[src/rtl/final_bits_flusher.sv]
// Output stage after final_bits_generator: holds back the newest bitstream word so a
// later carry can still land in it, then drains held word and final bits on flush.
module final_bits_flusher #(
    parameter int OUTPUT_BITSTREAM_WIDTH = 16
) (
    input  logic                              clk,
    input  logic                              reset,
    input  logic                              in_valid,
    output logic                              in_ready,
    input  logic [OUTPUT_BITSTREAM_WIDTH-1:0] in_word,
    input  logic                              in_carry,
    input  logic                              in_flush,
    input  logic [1:0]                        in_flag,
    input  logic [OUTPUT_BITSTREAM_WIDTH-1:0] in_bit_1,
    input  logic [OUTPUT_BITSTREAM_WIDTH-1:0] in_bit_2,
    input  logic                              in_final_carry,
    output logic                              out_valid,
    input  logic                              out_ready,
    output logic [OUTPUT_BITSTREAM_WIDTH-1:0] out_data,
    output logic                              out_last,
    output logic                              flush_done,
    output logic                              carry_overflow
);
    localparam int W = OUTPUT_BITSTREAM_WIDTH;

    typedef enum logic [2:0] {EMPTY, HELD, FL_PEND, FL_B1, FL_B2, DONE} state_t;

    state_t         state_q, state_d;
    logic [W-1:0]   held_q, held_d;
    logic           out_valid_q, out_valid_d;
    logic [W-1:0]   out_data_q, out_data_d;
    logic           out_last_q, out_last_d;
    logic           flush_done_q, flush_done_d;
    logic           carry_overflow_q, carry_overflow_d;
    logic [1:0]     flag_q, flag_d;
    logic [W-1:0]   bit_1_q, bit_1_d;
    logic [W-1:0]   bit_2_q, bit_2_d;
    logic           final_carry_q, final_carry_d;
    logic           flush_req_q, flush_req_d;

    logic           free;
    logic           ready_int;
    logic           word_acc;
    logic           flush_acc;
    logic           flush_go;
    logic [W:0]     word_sum;
    logic [W:0]     final_sum;

    assign free      = !out_valid_q || out_ready;
    assign word_sum  = {1'b0, held_q} + {{W{1'b0}}, in_carry};
    assign final_sum = {1'b0, held_q} + {{W{1'b0}}, final_carry_q};

    always_comb begin
        case (state_q)
            EMPTY:   ready_int = 1'b1;
            HELD:    ready_int = free;
            default: ready_int = 1'b0;
        endcase
    end

    // A latched flush request blocks new words but is serviced on the internal ready.
    assign in_ready  = ready_int && !flush_req_q;
    assign word_acc  = in_valid && in_ready;
    assign flush_acc = in_flush && in_ready && !in_valid;
    assign flush_go  = flush_req_q && ready_int;

    always_comb begin
        state_d          = state_q;
        held_d           = held_q;
        out_valid_d      = out_valid_q;
        out_data_d       = out_data_q;
        out_last_d       = out_last_q;
        flush_done_d     = 1'b0;
        carry_overflow_d = carry_overflow_q;
        flag_d           = flag_q;
        bit_1_d          = bit_1_q;
        bit_2_d          = bit_2_q;
        final_carry_d    = final_carry_q;
        flush_req_d      = flush_req_q;

        if (free) begin
            out_valid_d = 1'b0;
            out_last_d  = 1'b0;
        end

        if ((word_acc && in_flush) || flush_acc) begin
            flag_d        = in_flag;
            bit_1_d       = in_bit_1;
            bit_2_d       = in_bit_2;
            final_carry_d = in_final_carry;
        end

        case (state_q)
            EMPTY: begin
                if (word_acc) begin
                    held_d  = in_word;
                    state_d = HELD;
                    if (in_carry) carry_overflow_d = 1'b1;
                    if (in_flush) flush_req_d = 1'b1;
                end else if (flush_acc) begin
                    state_d = FL_B1;
                    if (in_final_carry) carry_overflow_d = 1'b1;
                end else if (flush_go) begin
                    state_d     = FL_B1;
                    flush_req_d = 1'b0;
                    if (final_carry_q) carry_overflow_d = 1'b1;
                end
            end
            HELD: begin
                if (flush_go) begin
                    state_d     = FL_PEND;
                    flush_req_d = 1'b0;
                end else if (word_acc) begin
                    out_data_d  = word_sum[W-1:0];
                    out_valid_d = 1'b1;
                    out_last_d  = 1'b0;
                    held_d      = in_word;
                    if (word_sum[W]) carry_overflow_d = 1'b1;
                    if (in_flush) flush_req_d = 1'b1;
                end else if (flush_acc) begin
                    state_d = FL_PEND;
                end
            end
            FL_PEND: begin
                if (free) begin
                    out_data_d  = final_sum[W-1:0];
                    out_valid_d = 1'b1;
                    out_last_d  = 1'b0;
                    if (final_sum[W]) carry_overflow_d = 1'b1;
                    state_d = FL_B1;
                end
            end
            FL_B1: begin
                if (free) begin
                    out_data_d  = bit_1_q;
                    out_valid_d = 1'b1;
                    if (flag_q == 2'b11) begin
                        out_last_d = 1'b0;
                        state_d    = FL_B2;
                    end else begin
                        out_last_d = 1'b1;
                        state_d    = DONE;
                    end
                end
            end
            FL_B2: begin
                if (free) begin
                    out_data_d  = bit_2_q;
                    out_valid_d = 1'b1;
                    out_last_d  = 1'b1;
                    state_d     = DONE;
                end
            end
            DONE: begin
                if (out_valid_q && out_ready) begin
                    flush_done_d = 1'b1;
                    held_d       = '0;
                    flush_req_d  = 1'b0;
                    state_d      = EMPTY;
                end
            end
            default: state_d = EMPTY;
        endcase
    end

    always_ff @(posedge clk or posedge reset) begin
        if (reset) begin
            state_q          <= EMPTY;
            held_q           <= '0;
            out_valid_q      <= 1'b0;
            out_data_q       <= '0;
            out_last_q       <= 1'b0;
            flush_done_q     <= 1'b0;
            carry_overflow_q <= 1'b0;
            flag_q           <= '0;
            bit_1_q          <= '0;
            bit_2_q          <= '0;
            final_carry_q    <= 1'b0;
            flush_req_q      <= 1'b0;
        end else begin
            state_q          <= state_d;
            held_q           <= held_d;
            out_valid_q      <= out_valid_d;
            out_data_q       <= out_data_d;
            out_last_q       <= out_last_d;
            flush_done_q     <= flush_done_d;
            carry_overflow_q <= carry_overflow_d;
            flag_q           <= flag_d;
            bit_1_q          <= bit_1_d;
            bit_2_q          <= bit_2_d;
            final_carry_q    <= final_carry_d;
            flush_req_q      <= flush_req_d;
        end
    end

    assign out_valid      = out_valid_q;
    assign out_data       = out_data_q;
    assign out_last       = out_last_q;
    assign flush_done     = flush_done_q;
    assign carry_overflow = carry_overflow_q;
endmodule

[config.mk]
export PLATFORM = sky130hd
export DESIGN_NAME = final_bits_flusher
export DESIGN_NICKNAME = d
export VERILOG_FILES = /design/src/rtl/final_bits_flusher.sv
export SDC_FILE = /design/constraint.sdc
export NUM_CORES = 1
export LEC_CHECK = 0
export CAP_MARGIN = 20
export CORE_MARGIN = 10
export CORE_UTILIZATION = 34
export DETAILED_ROUTE_END_ITERATION = 6
export PLACE_DENSITY = 0.57
export RECOVER_POWER = 50
export SETUP_SLACK_MARGIN = 0.15
export SKIP_CTS_REPAIR_TIMING = 1
export SYNTH_ARGS = -nofsm -noshare
export SYNTH_HDL_FRONTEND = slang
export SYNTH_SLANG_ARGS = --single-unit
[constraint.sdc]
create_clock -name clk -period 4.7 [get_ports clk]
set_clock_uncertainty 0.2 [all_clocks]
set_input_delay 0.94 -clock clk [delete_from_list [all_inputs] [get_ports clk]]
set_output_delay 0.94 -clock clk [all_outputs]
set_load 0.05 [all_outputs]
Word level (Yosys, flattened, before mapping)
Index checks and enable logic that the tools add are counted.
{"block": "word_totals", "regBits": 75, "output_inout_bits": 21, "word_cells": 117}
{"block": "classes", "add_sub_neg": 2, "eq_ne": 23, "mux": 58, "reduce_logical": 22}
{"operator": "$mux 16", "count": 8}
{"operator": "$pmux 16 s4", "count": 1}
{"operator": "$pmux 16 s3", "count": 1}
{"operator": "$add 16x1->17", "count": 2}
{"operator": "$mux 1", "count": 32}
{"operator": "$mux 3", "count": 10}
{"operator": "$ne 3x3->1 const B", "count": 6}
{"operator": "$pmux 3 s6", "count": 1}
{"operator": "$ne 2x2->1 const B", "count": 8}
{"operator": "$ne 4x4->1 const B", "count": 3}
{"operator": "$reduce_and 10->1", "count": 1}
{"operator": "$logic_and 1x1->1", "count": 7}
{"operator": "$reduce_and 7->1", "count": 1}
{"operator": "$eq 3x2->1 const B", "count": 2}
{"operator": "$eq 3x3->1 const B", "count": 2}
{"operator": "$pmux 1 s3", "count": 2}
{"operator": "$reduce_and 6->1", "count": 1}
{"operator": "$reduce_bool 3->1", "count": 2}
{"operator": "$reduce_and 5->1", "count": 1}
{"operator": "$pmux 1 s2", "count": 2}
{"operator": "$pmux 1 s4", "count": 1}
{"operator": "$reduce_bool 4->1", "count": 1}
{"operator": "$eq 3x1->1 const B", "count": 1}
{"operator": "$logic_not 1->1", "count": 3}
{"operator": "other kinds (5)", "count": 6}

Logic depth before layout (Yosys ltp)
{"block": "logic_depth", "depth_word": 10, "depth_mapped": 7, "mapped_depth_nobuf": 7}

Worst setup path after synthesis
OpenSTA, ideal clock, no wires.
{"block": "synth_path", "path_kind": "in2out", "startpoint": "input out_ready", "endpoint": "output in_ready", "arrival_ps": 1847, "path_slack_ps": 1713, "stages": 3, "n_path_buf": 0, "cell_sequence": "inv_1 and3_1 nor3_2"}
{"block": "synth_between", "elab_chain_cells": 3}
{"item": "from (decl)", "line": "18", "text": "input logic out_ready,"}
{"item": "$logic_or 1x1->1", "line": "49", "text": "assign free = !out_valid_q || out_ready;"}
{"item": "$pmux 1 s2", "line": "54", "text": "case (state_q)"}
{"item": "$logic_and 1x1->1", "line": "62", "text": "assign in_ready = ready_int && !flush_req_q;"}
{"item": "to (decl)", "line": "9", "text": "output logic in_ready,"}
No other way between the ends.

Final worst setup path
Same ends and word-level chain as after synthesis.

==> summary.md <==
| Metric | Value |
|---|---|
| Worst Path Buf+Inv | `3` |
| CP top delay family | `buffers and inverters` |
| CORE AREA | `12,060 sq um` |
| Routed Antenna Nets | `0` |
| Hold Path Class | `register to register` |
| Syn_nets | `495` |
| Setup violators final | `0` |
| FP Rows | `40` |
| Pin count of the biggest net entering global routing | `76` |
| Fraction of the cycle the final worst path needs | `0.8536` |
| Width of the die | `131.2 microns` |
| Distinct cells, synth | `61` |
| Asr flop ratio synth | `1.000` |
| Sink Count | `75` |
| Mapped cell area | `4204 sq um` |
| Post-synth EDFFs | `0` |
| Final hold violation count | `0` |
| RSZ-0062 raised after global routing | `no` |
| Final core occ | `0.4425` |
| Status | `finished with violations` |
| WHS | `0.2962 ns` |
| Die Ht | `131.2 microns` |
| Initial antenna violation count | `0` |
| Pleak | `0.002158 uW` |
| DRT Pass-1 Iters | `4` |
| Vias in the first global route | `3,542` |
| Routability Congestion | `0.8667` |
| CP arrival | `2.87 ns` |
| Fin nets | `552` |
| Initial Util | `0.3485` |
| Ant diodes | `0` |
| Mapped Cells | `434` |
| Crit path kind | `input pin to output pin` |
| Yosys Warn Count | `0` |
| Ports | `78` |
| Tot GR Track Use | `0.1333` |
| Total power | `3880 uW` |
| Clk_lat worst skew | `0.33 ns` |
| First-pass GRT wire length | `18,890 microns` |
| Top cell type's share of synthesized area | `0.4464` |
| H-tree levels | `3` |
| Critical Path Sink Type | `output pin` |
| Worst stage delay on the critical path | `0.85 ns` |
| Failing checks | `capacitance limit, slew limit` |
| Largest area contributor in the netlist | `dfrtp_1` |
| CTS root buf | `clkbuf_16` |
| Seq/Total Area, Yosys | `0.4464` |
| Worst Path Required | `3.56 ns` |
| Worst-path clk slew | `0.06 ns` |
| HPWL after detailed placement | `8549 microns` |
| Starting DRC count in detailed routing | `231` |
| TNS Setup | `0 ns` |
| Critical Path Fanout Max | `4` |
| Synth Register Bits | `75` |
| Slew margin rel. | `-0.2421` |
| Via count | `3,485` |
| TritonCTS buffer count | `9` |
| DRC Markers | `0` |
| Overflow left after global routing | `0` |
| Worst VDD drop | `0.5741 mV` |
| PD cells | `726.9 nW/um^2` |
| Area contributors post-synth | `dfrtp_1 (45%), mux2_2 (8.0%), nand2_1 (5.5%)` |
| Share of cells above drive strength 1 | `0.1351` |
| CTS Buffer Depth | `2` |
| Max Clk Rate | `249.3 MHz` |
| Placed Instance Area | `4999 sq um` |
| CP cell instances | `dlygate4sd3_1 > inv_1 > and3_1 > nor3_2 > clkdlybuf4s50_1` |
| Post-Syn Area per Cell | `9.687 sq um` |
| Routed WL | `11,720 microns` |
| Vias per cell | `5.248` |
| IO buf count | `77` |
| Fin area | `5338 sq um` |
| Max-cap viol count | `1` |
| Area Overhead vs Synth | `26.96%` |
| Wire per inst | `17.65 microns` |
| Worst-margin pin slew | `1.863 ns` |
| CP Launch Type | `input pin` |
| Post-route minimum period | `4.012 ns` |
| Die footprint | `17,210 sq um` |
| CTS tree | `built` |
| Final slew viol count | `76` |
| Most used DFF post-synth | `dfrtp_1` |
| Critical Path Slowest Stage Cell | `clkdlybuf4s50_1` |
-- layout by cell type, fill, tap and decap left out, types with 9 or more instances in the layout --
cell type | Yosys | final
o21ai_0 | 30 | 30
xnor2_1 | 10 | 10
clkdlybuf4s50_1 | 0 | 70
mux2_2 | 30 | 30
xor2_1 | 9 | 9
clkbuf_16 | 0 | 9
nor2_1 | 30 | 30
nor3_1 | 9 | 9
nor4_1 | 10 | 10
dfrtp_1 | 75 | 75
nand3_1 | 10 | 10
a21oi_1 | 27 | 27
nand2_1 | 62 | 62
-- per-stage QoR --
stage / worst slack (ns) / cells
after detailed placement: 0.7763 / 648
after CTS: 0.7633 / 664
after global routing: 0.6200 / 664
after global placement: 0.7995 / 648
after floorplan: 1.650 / 434
final: 0.6882 / 664
-- synth_stat cells, types with 2 or more instances --
cell type / number
mux2i_1: 2
nor2b_1: 3
buf_4: 4
and3_1: 2
nor3b_2: 2
o31ai_1: 2
nor4_1: 10
mux2_4: 3
nand3_1: 10
nand4_1: 8
nor3_1: 9
buf_2: 11
ha_1: 4
mux2_1: 2
dfrtp_1: 75
a2bb2oi_1: 3
mux2_2: 30
clkbuf_2: 3
o2bb2ai_1: 2
a221oi_1: 8
o21ai_0: 30
buf_6: 6
or2_2: 3
inv_1: 4
nor2_1: 30
xor2_1: 9
a31oi_1: 3
o211ai_1: 2
xnor2_1: 10
o22ai_1: 6
a22o_1: 8
a22oi_1: 3
nand2b_1: 4
nand2_1: 62
clkbuf_1: 8
a311oi_1: 2
a21oi_1: 27
-- power breakdown --
| group | switching [uW] | total (uW) | internal [uW] |
|---|---|---|---|
| Clock | 268 | 785 | 517 |
| Combinational | 1030 | 1780 | 752 |
| Sequential | 346 | 1310 | 964 |
-- final timing paths --
path	startpoint	end	slack [ns]	cells past startpoint
worst max-delay path	out_ready	in_ready	0.69	5
worst min-delay path	out_data[2]	out_data[2]	0.30	2
worst max register to register	state_q[1]	out_data[14]	1.93	5
worst min register to register	out_data[2]	out_data[2]	0.30	2
max in group asynchronous	reset	flush_req_q	1.68	3
min in group asynchronous	reset	bit_1_q[0]	1.49	3
-- worst min-delay path: cells and delay by family (launching register included) --
kind             cells  cell delay [ns]
DFF                  1             0.36
and+or+nand+nor      2             0.10
-- final cells by class --
class | instances | area (sq um)
repair buffers | 79 | 783.3
fillers | 1181 | 6724
inverters | 4 | 15.01
clock buffers | 9 | 225.2
flip-flops and latches | 75 | 1877
clock inverters | 7 | 116.4
multi-input cells | 322 | 2111
well taps | 168 | 210.2
-- sequential cells by signal, indices dropped and copies added, names as in the netlist --
| register | count |
|---|---|
| bit_1_q | 16 |
| bit_2_q | 16 |
| carry_overflow | 1 |
| final_carry_q | 1 |
| flag_q | 2 |
| flush_done | 1 |
| flush_req_q | 1 |
| held_q | 16 |
| out_data | 16 |
| out_last | 1 |
| out_valid | 1 |
| state_q | 3 |
-- layer usage --
metal	wire length [microns]	global-route usage
met3	573	0.03506
met4	131	0.03688
met5	0	0
met1	5128	0.1597
met2	5884	0.2290
-- logic make-up (layout without fill, tap and decap cells) --
group / count (synthesis) / count (layout) / share of synthesized area
AOI/OAI and AO/OA: 104 / 104 / 0.1616
xor gates and xnor gates: 19 / 19 / 0.03958
adders and majority gates: 4 / 4 / 0.01191
buffers and inverters: 37 / 99 / 0.05148
DFF: 75 / 75 / 0.4464
muxes: 37 / 37 / 0.1012
and+or+nand+nor: 158 / 158 / 0.1878
No activity file was read; power rests on OpenSTA's default activity.
